===== src/rtl/pop_scan_sequencer.sv =====
// Ramsey scan controller for the POP timer: restores defaults, then steps the
// free-precession time and gates the sample window to settled cycles only.
module pop_scan_sequencer #(
  parameter int NUM_STEPS       = 16,
  parameter int CYCLES_PER_STEP = 64,
  parameter int SETTLE_CYCLES   = 2,
  parameter int LOAD_LEN        = 4,
  parameter int STEP_W          = 8,
  parameter int CNT_W           = 16
) (
  input  logic              clk_2M5,
  input  logic              reset_n,
  input  logic              start,
  input  logic              abort,
  input  logic              pump,
  input  logic              sample,
  output logic              load_defaults,
  output logic              freeprecess_plus,
  output logic              sample_valid,
  output logic              busy,
  output logic              done,
  output logic [STEP_W-1:0] step_index
);

  typedef enum logic [2:0] {
    IDLE, LOAD, SYNC, SETTLE, ACQUIRE, STEP, FINISH
  } state_t;

  localparam int LW = $clog2(LOAD_LEN + 1);
  localparam logic [LW-1:0] LOAD_LAST =
    LW'(LOAD_LEN - 1);
  localparam logic [CNT_W-1:0] SET_LAST =
    CNT_W'((SETTLE_CYCLES > 0) ? SETTLE_CYCLES - 1 : 0);
  localparam logic [CNT_W-1:0] ACQ_LAST =
    CNT_W'(CYCLES_PER_STEP - 1);
  localparam logic [STEP_W-1:0] STEP_LAST =
    STEP_W'(NUM_STEPS - 1);
  localparam state_t AFTER_STEP =
    (SETTLE_CYCLES == 0) ? ACQUIRE : SETTLE;

  state_t           state;
  logic [CNT_W-1:0] cnt;
  logic [LW-1:0]    lcnt;
  logic             pump_q;
  logic             pump_rise;
  logic             done_pend;
  logic             can_abort;

  assign pump_rise    = pump & ~pump_q;
  assign sample_valid = sample & (state == ACQUIRE);
  assign can_abort    = (state != IDLE) && (state != FINISH);

  always_ff @(posedge clk_2M5 or negedge reset_n) begin
    if (!reset_n) begin
      state            <= IDLE;
      cnt              <= '0;
      lcnt             <= '0;
      pump_q           <= 1'b0;
      done_pend        <= 1'b0;
      load_defaults    <= 1'b0;
      freeprecess_plus <= 1'b0;
      busy             <= 1'b0;
      done             <= 1'b0;
      step_index       <= '0;
    end else begin
      pump_q <= pump;
      done   <= 1'b0;
      if (abort && can_abort) begin
        state            <= FINISH;
        done_pend        <= 1'b0;
        load_defaults    <= 1'b1;
        freeprecess_plus <= 1'b0;
        lcnt             <= '0;
      end else begin
        unique case (state)
          IDLE: if (start) begin
            state         <= LOAD;
            step_index    <= '0;
            load_defaults <= 1'b1;
            lcnt          <= '0;
            busy          <= 1'b1;
          end
          LOAD: begin
            if (lcnt == LOAD_LAST) begin
              state         <= SYNC;
              load_defaults <= 1'b0;
            end else begin
              lcnt <= lcnt + 1'b1;
            end
          end
          SYNC: if (pump_rise) begin
            state <= AFTER_STEP;
            cnt   <= '0;
          end
          SETTLE: if (pump_rise) begin
            if (cnt == SET_LAST) begin
              state <= ACQUIRE;
              cnt   <= '0;
            end else begin
              cnt <= cnt + 1'b1;
            end
          end
          ACQUIRE: if (pump_rise) begin
            if (cnt == ACQ_LAST) begin
              cnt <= '0;
              // last step finishes without a further increment
              if (step_index == STEP_LAST) begin
                state         <= FINISH;
                done_pend     <= 1'b1;
                load_defaults <= 1'b1;
                lcnt          <= '0;
              end else begin
                state            <= STEP;
                freeprecess_plus <= 1'b1;
              end
            end else begin
              cnt <= cnt + 1'b1;
            end
          end
          STEP: begin
            freeprecess_plus <= 1'b0;
            step_index       <= step_index + 1'b1;
            cnt              <= '0;
            state            <= AFTER_STEP;
          end
          FINISH: begin
            if (lcnt == LOAD_LAST) begin
              state         <= IDLE;
              load_defaults <= 1'b0;
              busy          <= 1'b0;
              done          <= done_pend;
              done_pend     <= 1'b0;
            end else begin
              lcnt <= lcnt + 1'b1;
            end
          end
          default: state <= IDLE;
        endcase
      end
    end
  end

endmodule


===== config.mk =====
export PLATFORM = sky130hd
export DESIGN_NAME = pop_scan_sequencer
export DESIGN_NICKNAME = d
export VERILOG_FILES = /design/src/rtl/pop_scan_sequencer.sv
export SDC_FILE = /design/constraint.sdc
export NUM_CORES = 1
export LEC_CHECK = 0
export CORE_ASPECT_RATIO = 1.2
export CORE_MARGIN = 1.5
export CORE_UTILIZATION = 61
export CTS_BUF_LIST = sky130_fd_sc_hd__clkbuf_8
export DETAILED_ROUTE_END_ITERATION = 16
export GPL_ROUTABILITY_DRIVEN = 0
export PLACE_DENSITY = 0.84
export SLEW_MARGIN = 20
export SYNTH_ARGS = -nofsm -noshare
export SYNTH_HDL_FRONTEND = slang
export SYNTH_SLANG_ARGS = --single-unit

===== constraint.sdc =====
create_clock -name clk_2M5 -period 2.8 [get_ports clk_2M5]
set_input_delay 0.42 -clock clk_2M5 [delete_from_list [all_inputs] [get_ports clk_2M5]]
set_output_delay 0.42 -clock clk_2M5 [all_outputs]
set_load 0.03 [all_outputs]

==> results of run 1 <==
cells in the mapped netlist, drive strengths merged:
| library cell | n |
|---|---|
| a31oi | 2 |
| xor2 | 5 |
| clkbuf | 3 |
| a22o | 7 |
| nor3 | 7 |
| a21o | 1 |
| xnor2 | 1 |
| o2111ai | 1 |
| buf | 6 |
| and3 | 12 |
| nor2 | 23 |
| o211ai | 2 |
| a21oi | 18 |
| o31ai | 4 |
| mux2 | 2 |
| o21ai | 21 |
| dfrtp | 36 |
| or3b | 1 |
| nand2 | 15 |
| o311ai | 5 |
| mux2i | 1 |
| and2 | 3 |
| o22ai | 3 |
| nand3b | 2 |
| nand2b | 4 |
| or3 | 2 |
| o221ai | 1 |
| o22a | 1 |
| nand3 | 15 |
| inv | 8 |
| nor2b | 9 |
| o21bai | 1 |
| nand4 | 4 |
| nor4 | 4 |
| ha | 5 |
| and4 | 3 |
cells by family (layout without fill, tap and decap cells):
group | Yosys count | after routing | share of synthesized area (%)
compound gates | 67 | 67 | 20.4
xor+xnor | 6 | 6 | 2.45
fa+ha+maj | 5 | 5 | 2.92
buf+inv | 17 | 39 | 3.85
flops | 36 | 36 | 42.0
mux | 3 | 3 | 1.52
simple gates | 104 | 104 | 26.8
worst max-delay path, delay by kind of cell, from the launching register on:
kind,cells,cell delay [ps]
buffers and inverters,1,660
DFF,1,590
and+or+nand+nor,2,450
how the worst max path moves through the flow:
stage | endpoint | slack (ps) | cells past startpoint
6_report | sample_valid | 370 | 3
3_3_place_gp | step_index[5]$_DFFE_PN0P_ | 530 | 7
2_1_floorplan | cnt[10]$_DFFE_PN0P_ | 940 | 7
5_1_grt | sample_valid | 270 | 3
4_1_cts | sample_valid | 390 | 3
3_5_place_dp | step_index[7]$_DFFE_PN0P_ | 470 | 7
through the flow:
stage | worst slack [ps] | instance area [um^2] | power (mW)
CTS | 392 | 2440 | 1.99
floorplan | 944 | 2140 | 1.41
detailed placement | 474 | 2350 | 1.61
global route | 268 | 2440 | 2.13
finish | 368 | 2440 | 1.99
global placement | 527 | 2350 | 1.59
registers in the layout (all words and copies together), names as in the netlist:
| register | cells |
|---|---|
| state | 3 |
| lcnt | 3 |
| cnt | 16 |
| done | 1 |
| busy | 1 |
| freeprecess_plus | 1 |
| step_index | 8 |
| done_pend | 1 |
| load_defaults | 1 |
| pump_q | 1 |
metal layers:
metal / share of wire (%) / track usage (%)
met5: 0 / 0
met1: 43 / 32.8
met3: 4.8 / 5.86
met4: 0.97 / 12.2
met2: 51 / 45.0
layout make-up:
cell class,instances,area [um^2]
Clock buffer,5,68.8
Clock inverter,3,18.8
Fill cell,257,896
Inverter,8,30.0
Multi-Input combinational cell,185,1160
Sequential cell,36,901
Tap cell,37,46.3
Timing Repair Buffer,23,218
power by group:
part	internal (mW)	switching, mW
registers	0.624	0.129
clock network	0.174	0.204
logic	0.330	0.530
total	1.13	0.863
==> report_table.html, run 1 <==
<table>
<tr><th>Metric</th><th>Value</th></tr>
<tr><th colspan="2">Worst setup path</th></tr>
<tr><td>Kind of end point of the critical path</td><td>output port</td></tr>
<tr><td>CP max FO</td><td>16</td></tr>
<tr><td>Kind of launch point of the worst setup path</td><td>flip-flop</td></tr>
<tr><td>Worst setup path startpoint</td><td>state[0]$_DFFE_PN0P_</td></tr>
<tr><td>Slowest cell delay on critical path</td><td>~660 ps</td></tr>
<tr><td>Crit path arrival time</td><td>2010 ps</td></tr>
<tr><td>Worst Path Required</td><td>2380 ps</td></tr>
<tr><td>Slowest cell on the critical path</td><td>sky130_fd_sc_hd__clkdlybuf4s50_1</td></tr>
<tr><td>Reg2Reg Capture Point</td><td>cnt[4]$_DFFE_PN0P_</td></tr>
<tr><td>Start of the worst register-to-register path</td><td>cnt[0]$_DFFE_PN0P_</td></tr>
<tr><td>Crit Path Category</td><td>flip-flop to output port</td></tr>
<tr><td>Register-to-register setup slack</td><td>approximately 580 ps</td></tr>
<tr><td>Sequence of cells on the critical path</td><td>nor2_1, and2_1, clkdlybuf4s50_1</td></tr>
<tr><td>Length in cells of the worst reg-to-reg path</td><td>7</td></tr>
<tr><th colspan="2">Place</th></tr>
<tr><td>Port-buffer cells</td><td>18</td></tr>
<tr><td>Detailed placement HPWL</td><td>~3.2 mm</td></tr>
<tr><td>Number of placed cells counting well taps</td><td>between 200 and 300</td></tr>
<tr><th colspan="2">Hold path</th></tr>
<tr><td>Hold path startpoint</td><td>lcnt[0]$_DFFE_PN0P_</td></tr>
<tr><td>Hold-critical path endpoint</td><td>lcnt[0]$_DFFE_PN0P_</td></tr>
<tr><td>Cell count of the worst hold path</td><td>1</td></tr>
<tr><td>Hold WC Path Type</td><td>flip-flop to flip-flop</td></tr>
<tr><th colspan="2">Final layout</th></tr>
<tr><td>Final Core Density</td><td>~73%</td></tr>
<tr><td>Most frequent cells in the layout</td><td>sky130_fd_sc_hd__dfrtp_1, sky130_fd_sc_hd__nor2_1, sky130_fd_sc_hd__clkdlybuf4s50_1</td></tr>
<tr><td>Post-Layout Cell Count</td><td>297</td></tr>
<tr><td>Area growth from synthesis to layout</td><td>14.0%</td></tr>
<tr><td>Share of layout cells above drive strength 1</td><td>about a tenth</td></tr>
<tr><td>Diode insertion count for antenna repair</td><td>0</td></tr>
<tr><td>Most common cell after layout, fill and taps aside</td><td>sky130_fd_sc_hd__dfrtp_1</td></tr>
<tr><td>Number of nets in the finished design</td><td>270</td></tr>
<tr><th colspan="2">Yosys</th></tr>
<tr><td>Post-synthesis net count</td><td>249</td></tr>
<tr><td>Flip-flop and latch count after synthesis</td><td>36</td></tr>
<tr><td>Number of distinct library cells after synthesis</td><td>49</td></tr>
<tr><td>Avg Inst Size Synth</td><td>~9 um^2</td></tr>
<tr><td>Post-Syn Instances</td><td>about 240</td></tr>
<tr><td>Post-synth top area share</td><td>42.0%</td></tr>
<tr><td>Synthesis Warnings</td><td>0</td></tr>
<tr><td>Proportion of synthesized chip area in sequential cells</td><td>42.0%</td></tr>
<tr><td>Cell type with the highest aggregate area in the netlist</td><td>sky130_fd_sc_hd__dfrtp_1</td></tr>
<tr><td>Top cells by area in the synthesized netlist</td><td>sky130_fd_sc_hd__dfrtp_1, sky130_fd_sc_hd__nor2_1, sky130_fd_sc_hd__a21oi_1</td></tr>
<tr><td>Cell area after technology mapping</td><td>2140 um^2</td></tr>
<tr><th colspan="2">Clock tree</th></tr>
<tr><td>CTS Hold Buffers Added</td><td>0</td></tr>
<tr><td>CTS H-tree depth</td><td>2</td></tr>
<tr><td>CTS tree</td><td>built</td></tr>
<tr><td>Cells resized by post-CTS repair</td><td>0</td></tr>
<tr><td>Buffer count from post-CTS setup fixing</td><td>0</td></tr>
<tr><td>Insertion delay of the later-clocked pin in the worst-skew pair</td><td>around 300 ps</td></tr>
<tr><td>Number of buffers between clock root and the deepest sink</td><td>2</td></tr>
<tr><td>Clock tree root driver cell</td><td>sky130_fd_sc_hd__clkbuf_8</td></tr>
<tr><td>TritonCTS Sinks</td><td>36</td></tr>
<tr><td>Total CTS buffers</td><td>5</td></tr>
<tr><td>CTS clock-pin slew for the worst setup and hold paths</td><td>80 ps</td></tr>
<tr><th colspan="2">Global route</th></tr>
<tr><td>Vias in the first global route</td><td>1796</td></tr>
<tr><td>Largest net degree at the start of global routing</td><td>37</td></tr>
<tr><td>Initial antenna violation count</td><td>0</td></tr>
<tr><td>First-pass GRT wire length</td><td>7.98 mm</td></tr>
<tr><td>GRT overflow</td><td>0</td></tr>
<tr><td>All-layer global routing usage</td><td>26.7%</td></tr>
<tr><th colspan="2">Drt</th></tr>
<tr><td>Detailed-route DRC error count</td><td>0</td></tr>
<tr><td>Routed vias</td><td>roughly 1900</td></tr>
<tr><td>DR WL/cell</td><td>around 16 um</td></tr>
<tr><td>DR iter-0 viols</td><td>roughly 110</td></tr>
<tr><td>DRT antenna net count</td><td>0</td></tr>
<tr><td>Via count normalized by instance count</td><td>between 6 and 7</td></tr>
<tr><td>Wirelength, routed</td><td>about 4.7 mm</td></tr>
<tr><td>Initial DRT Pass Iterations</td><td>4</td></tr>
<tr><th colspan="2">Timing</th></tr>
<tr><td>Total negative slack for setup checks</td><td>0 ps</td></tr>
<tr><td>Clock skew after layout</td><td>between 8 and 9 ps</td></tr>
<tr><td>Final hold violation count</td><td>0</td></tr>
<tr><td>RSZ-0062 raised after global routing</td><td>false</td></tr>
<tr><td>Final setup vio count</td><td>0</td></tr>
<tr><td>Time the final worst path needs with I/O delays and setup</td><td>between 2000 and 2500 ps</td></tr>
<tr><td>Max Transition Viols Final</td><td>0</td></tr>
<tr><td>Worst-Margin Slew</td><td>~560 ps</td></tr>
<tr><td>Worst max-slew margin expressed relative to the limit</td><td>between 60% and 70%</td></tr>
<tr><td>Maximum clock frequency</td><td>about 410 MHz</td></tr>
<tr><td>Final critical-path share of the clock period</td><td>86.9%</td></tr>
<tr><td>Worst hold slack after final layout</td><td>495 ps</td></tr>
<tr><th colspan="2">Die</th></tr>
<tr><td>Total die area</td><td>3880 um^2</td></tr>
<tr><td>Die boundary height</td><td>67.9 um</td></tr>
<tr><td>Cell row count</td><td>23</td></tr>
<tr><td>I/O pin cnt</td><td>19</td></tr>
<tr><td>DIE WIDTH</td><td>57.1 um</td></tr>
<tr><td>Initial core utilization</td><td>64.2%</td></tr>
<tr><td>Core box area</td><td>3340 um^2</td></tr>
<tr><th colspan="2">Pwr</th></tr>
<tr><td>Leakage power figure</td><td>between 1 and 1.5 nW</td></tr>
<tr><td>IR drop worst, VDD</td><td>~0.69 mV</td></tr>
<tr><td>Power per unit of standard cell area</td><td>between 800 and 900 nW/um^2</td></tr>
<tr><th colspan="2">Run</th></tr>
<tr><td>Max-capacitance violation count</td><td>0</td></tr>
<tr><th colspan="2">Run status</th></tr>
<tr><td>Run status</td><td>finished clean</td></tr>
</table>
(Power assumes the default switching activity.)
==> inputs of run 2 (changes only) <==
--- a/config.mk
+++ b/config.mk
@@ -11,8 +11,8 @@
 export CTS_BUF_LIST = sky130_fd_sc_hd__clkbuf_8
 export DETAILED_ROUTE_END_ITERATION = 16
 export GPL_ROUTABILITY_DRIVEN = 0
+export HOLD_SLACK_MARGIN = 0.12
 export PLACE_DENSITY = 0.84
-export SLEW_MARGIN = 20
 export SYNTH_ARGS = -nofsm -noshare
 export SYNTH_HDL_FRONTEND = slang
 export SYNTH_SLANG_ARGS = --single-unit
==> results of run 2 <==
Same layout as run 1: the final DEF is identical, and so are final timing and power.
==> inputs of run 3 (changes only) <==
--- a/config.mk
+++ b/config.mk
@@ -7,12 +7,12 @@
 export LEC_CHECK = 0
 export CORE_ASPECT_RATIO = 1.2
 export CORE_MARGIN = 1.5
-export CORE_UTILIZATION = 61
+export CORE_UTILIZATION = 64
 export CTS_BUF_LIST = sky130_fd_sc_hd__clkbuf_8
 export DETAILED_ROUTE_END_ITERATION = 16
 export GPL_ROUTABILITY_DRIVEN = 0
 export HOLD_SLACK_MARGIN = 0.12
-export PLACE_DENSITY = 0.84
+export PLACE_DENSITY = 0.87
 export SYNTH_ARGS = -nofsm -noshare
 export SYNTH_HDL_FRONTEND = slang
 export SYNTH_SLANG_ARGS = --single-unit
==> report_table.html, run 3 (synthesized netlist as in run 1, its figures left out) <==
<table>
<tr><th>Metric</th><th>Value</th></tr>
<tr><th colspan="2">Timing</th></tr>
<tr><td>Worst max-slew margin expressed relative to the limit</td><td>64.8%</td></tr>
<tr><td>Max Transition Viols Final</td><td>0</td></tr>
<tr><td>Final critical-path share of the clock period</td><td>between 80 and 90%</td></tr>
<tr><td>Time the final worst path needs with I/O delays and setup</td><td>2390 ps</td></tr>
<tr><td>Clock skew after layout</td><td>about 5.4 ps</td></tr>
<tr><td>Final hold violation count</td><td>0</td></tr>
<tr><td>RSZ-0062 raised after global routing</td><td>false</td></tr>
<tr><td>Total negative slack for setup checks</td><td>0 ps</td></tr>
<tr><td>Worst-Margin Slew</td><td>between 500 and 600 ps</td></tr>
<tr><td>Maximum clock frequency</td><td>between 400 and 500 MHz</td></tr>
<tr><td>Final setup vio count</td><td>0</td></tr>
<tr><th colspan="2">Clock tree</th></tr>
<tr><td>Clock tree root driver cell</td><td>sky130_fd_sc_hd__clkbuf_8</td></tr>
<tr><td>TritonCTS Sinks</td><td>36</td></tr>
<tr><td>CTS Hold Buffers Added</td><td>0</td></tr>
<tr><td>Insertion delay of the later-clocked pin in the worst-skew pair</td><td>~290 ps</td></tr>
<tr><td>Total CTS buffers</td><td>5</td></tr>
<tr><td>CTS clock-pin slew for the worst setup and hold paths</td><td>~70 ps</td></tr>
<tr><td>CTS H-tree depth</td><td>2</td></tr>
<tr><td>Number of buffers between clock root and the deepest sink</td><td>2</td></tr>
<tr><td>CTS tree</td><td>built</td></tr>
<tr><td>Cells resized by post-CTS repair</td><td>0</td></tr>
<tr><td>Buffer count from post-CTS setup fixing</td><td>0</td></tr>
<tr><th colspan="2">Global route</th></tr>
<tr><td>Largest net degree at the start of global routing</td><td>37</td></tr>
<tr><td>Initial antenna violation count</td><td>0</td></tr>
<tr><td>All-layer global routing usage</td><td>26.9%</td></tr>
<tr><td>GRT overflow</td><td>0</td></tr>
<tr><td>First-pass GRT wire length</td><td>between 7 and 8 mm</td></tr>
<tr><td>Vias in the first global route</td><td>between 1500 and 2000</td></tr>
<tr><th colspan="2">Final layout</th></tr>
<tr><td>Register bank with the most flops</td><td>cnt</td></tr>
<tr><td>Number of nets in the finished design</td><td>270</td></tr>
<tr><td>Filler cells</td><td>237</td></tr>
<tr><td>Final Core Density</td><td>between 70% and 80%</td></tr>
<tr><td>Flip-flop count of the largest register after layout</td><td>16</td></tr>
<tr><td>Diode insertion count for antenna repair</td><td>0</td></tr>
<tr><td>Area growth from synthesis to layout</td><td>14.8%</td></tr>
<tr><td>Most frequent cells in the layout</td><td>sky130_fd_sc_hd__dfrtp_1, sky130_fd_sc_hd__nor2_1, sky130_fd_sc_hd__clkdlybuf4s50_1</td></tr>
<tr><td>Top Registers</td><td>cnt x16, step_index x8</td></tr>
<tr><td>Share of layout cells above drive strength 1</td><td>approximately a tenth</td></tr>
<tr><td>Most common cell after layout, fill and taps aside</td><td>sky130_fd_sc_hd__dfrtp_1</td></tr>
<tr><td>Post-Layout Cell Count</td><td>~300</td></tr>
<tr><th colspan="2">Die</th></tr>
<tr><td>Total die area</td><td>between 3000 and 4000 um^2</td></tr>
<tr><td>DIE WIDTH</td><td>about 56 um</td></tr>
<tr><td>Cell row count</td><td>22</td></tr>
<tr><td>Die boundary height</td><td>66.4 um</td></tr>
<tr><td>Core box area</td><td>3140 um^2</td></tr>
<tr><td>I/O pin cnt</td><td>19</td></tr>
<tr><td>Initial core utilization</td><td>about two thirds</td></tr>
<tr><th colspan="2">Pwr</th></tr>
<tr><td>IR drop worst, VDD</td><td>0.768 mV</td></tr>
<tr><td>Leakage power figure</td><td>between 1 and 1.5 nW</td></tr>
<tr><td>Power per unit of standard cell area</td><td>836 nW/um^2</td></tr>
<tr><td>PnR Total Power</td><td>about 2.1 mW</td></tr>
<tr><th colspan="2">Worst setup path</th></tr>
<tr><td>Length in cells of the worst reg-to-reg path</td><td>7</td></tr>
<tr><td>Register-to-register setup slack</td><td>580 ps</td></tr>
<tr><td>Kind of launch point of the worst setup path</td><td>flip-flop</td></tr>
<tr><td>Crit path arrival time</td><td>1970 ps</td></tr>
<tr><td>Crit Path Category</td><td>flip-flop to output port</td></tr>
<tr><td>Start of the worst register-to-register path</td><td>cnt[0]$_DFFE_PN0P_</td></tr>
<tr><td>Kind of end point of the critical path</td><td>output port</td></tr>
<tr><td>Reg2Reg Capture Point</td><td>cnt[2]$_DFFE_PN0P_</td></tr>
<tr><td>Worst Path Required</td><td>2380 ps</td></tr>
<tr><td>CP max FO</td><td>16</td></tr>
<tr><th colspan="2">Place</th></tr>
<tr><td>Port-buffer cells</td><td>18</td></tr>
<tr><td>Number of placed cells counting well taps</td><td>288</td></tr>
<tr><td>Detailed placement HPWL</td><td>around 3.2 mm</td></tr>
<tr><th colspan="2">Hold path</th></tr>
<tr><td>Hold WC Path Type</td><td>flip-flop to flip-flop</td></tr>
<tr><td>Cell count of the worst hold path</td><td>1</td></tr>
<tr><td>Hold path startpoint</td><td>done_pend$_DFFE_PN0P_</td></tr>
<tr><td>Hold-critical path endpoint</td><td>done_pend$_DFFE_PN0P_</td></tr>
<tr><th colspan="2">Drt</th></tr>
<tr><td>Initial DRT Pass Iterations</td><td>4</td></tr>
<tr><td>Routed vias</td><td>1869</td></tr>
<tr><td>Wirelength, routed</td><td>about 4.6 mm</td></tr>
<tr><td>DR WL/cell</td><td>between 15 and 20 um</td></tr>
<tr><td>Detailed-route DRC error count</td><td>0</td></tr>
<tr><td>DR iter-0 viols</td><td>70</td></tr>
<tr><td>Via count normalized by instance count</td><td>roughly 6.3</td></tr>
<tr><td>DRT antenna net count</td><td>0</td></tr>
<tr><th colspan="2">Run status</th></tr>
<tr><td>Run status</td><td>finished clean</td></tr>
<tr><th colspan="2">Run</th></tr>
<tr><td>Max-capacitance violation count</td><td>0</td></tr>
</table>
-- run 3: worst max-delay path: stages, from the launching register on --
cell	delay, ps
sky130_fd_sc_hd__dfrtp_1	580
sky130_fd_sc_hd__nor2_1	290
sky130_fd_sc_hd__and2_1	160
sky130_fd_sc_hd__clkdlybuf4s50_1	660
-- run 3: worst max-delay path by stage --
| stage | end | start |
|---|---|---|
| CTS | sample_valid | state[0]$_DFFE_PN0P_ |
| detailed placement | step_index[5]$_DFFE_PN0P_ | start |
| floorplan | cnt[10]$_DFFE_PN0P_ | cnt[0]$_DFFE_PN0P_ |
| global route | sample_valid | state[0]$_DFFE_PN0P_ |
| global placement | step_index[7]$_DFFE_PN0P_ | start |
| finish | sample_valid | state[0]$_DFFE_PN0P_ |
-- run 3: power breakdown --
group / switching (mW) / internal, mW
clock: 0.185 / 0.261
combinational: 0.525 / 0.330
sequential: 0.133 / 0.624
total: 0.843 / 1.22
-- run 3: per-stage QoR --
stage | hold slack, ps | setup slack [ps] | instance area [um^2]
after CTS | 490 | 401 | 2460
after floorplan | 124 | 944 | 2140
after global routing | 518 | 296 | 2460
after detailed placement | 474 | 503 | 2350
final | 488 | 405 | 2460
after global placement | 470 | 535 | 2350
-- run 3: layout make-up --
cell class,count,area [um^2],area share [%]
Clock buffer,5,68.8,2.80
Clock inverter,3,38.8,1.58
Multi-Input combinational cell,185,1160,47.1
Timing Repair Buffer,23,218,8.85
Sequential cell,36,901,36.6
Inverter,8,30.0,1.22
Tap cell,36,45.0,1.83
-- run 3: layer usage --
| metal | wire [um] | GRT usage [%] |
|---|---|---|
| met2 | 2350 | 48.2 |
| met4 | 51 | 8.04 |
| met5 | 0 | 0 |
| met1 | 2040 | 32.7 |
| met3 | 187 | 5.48 |
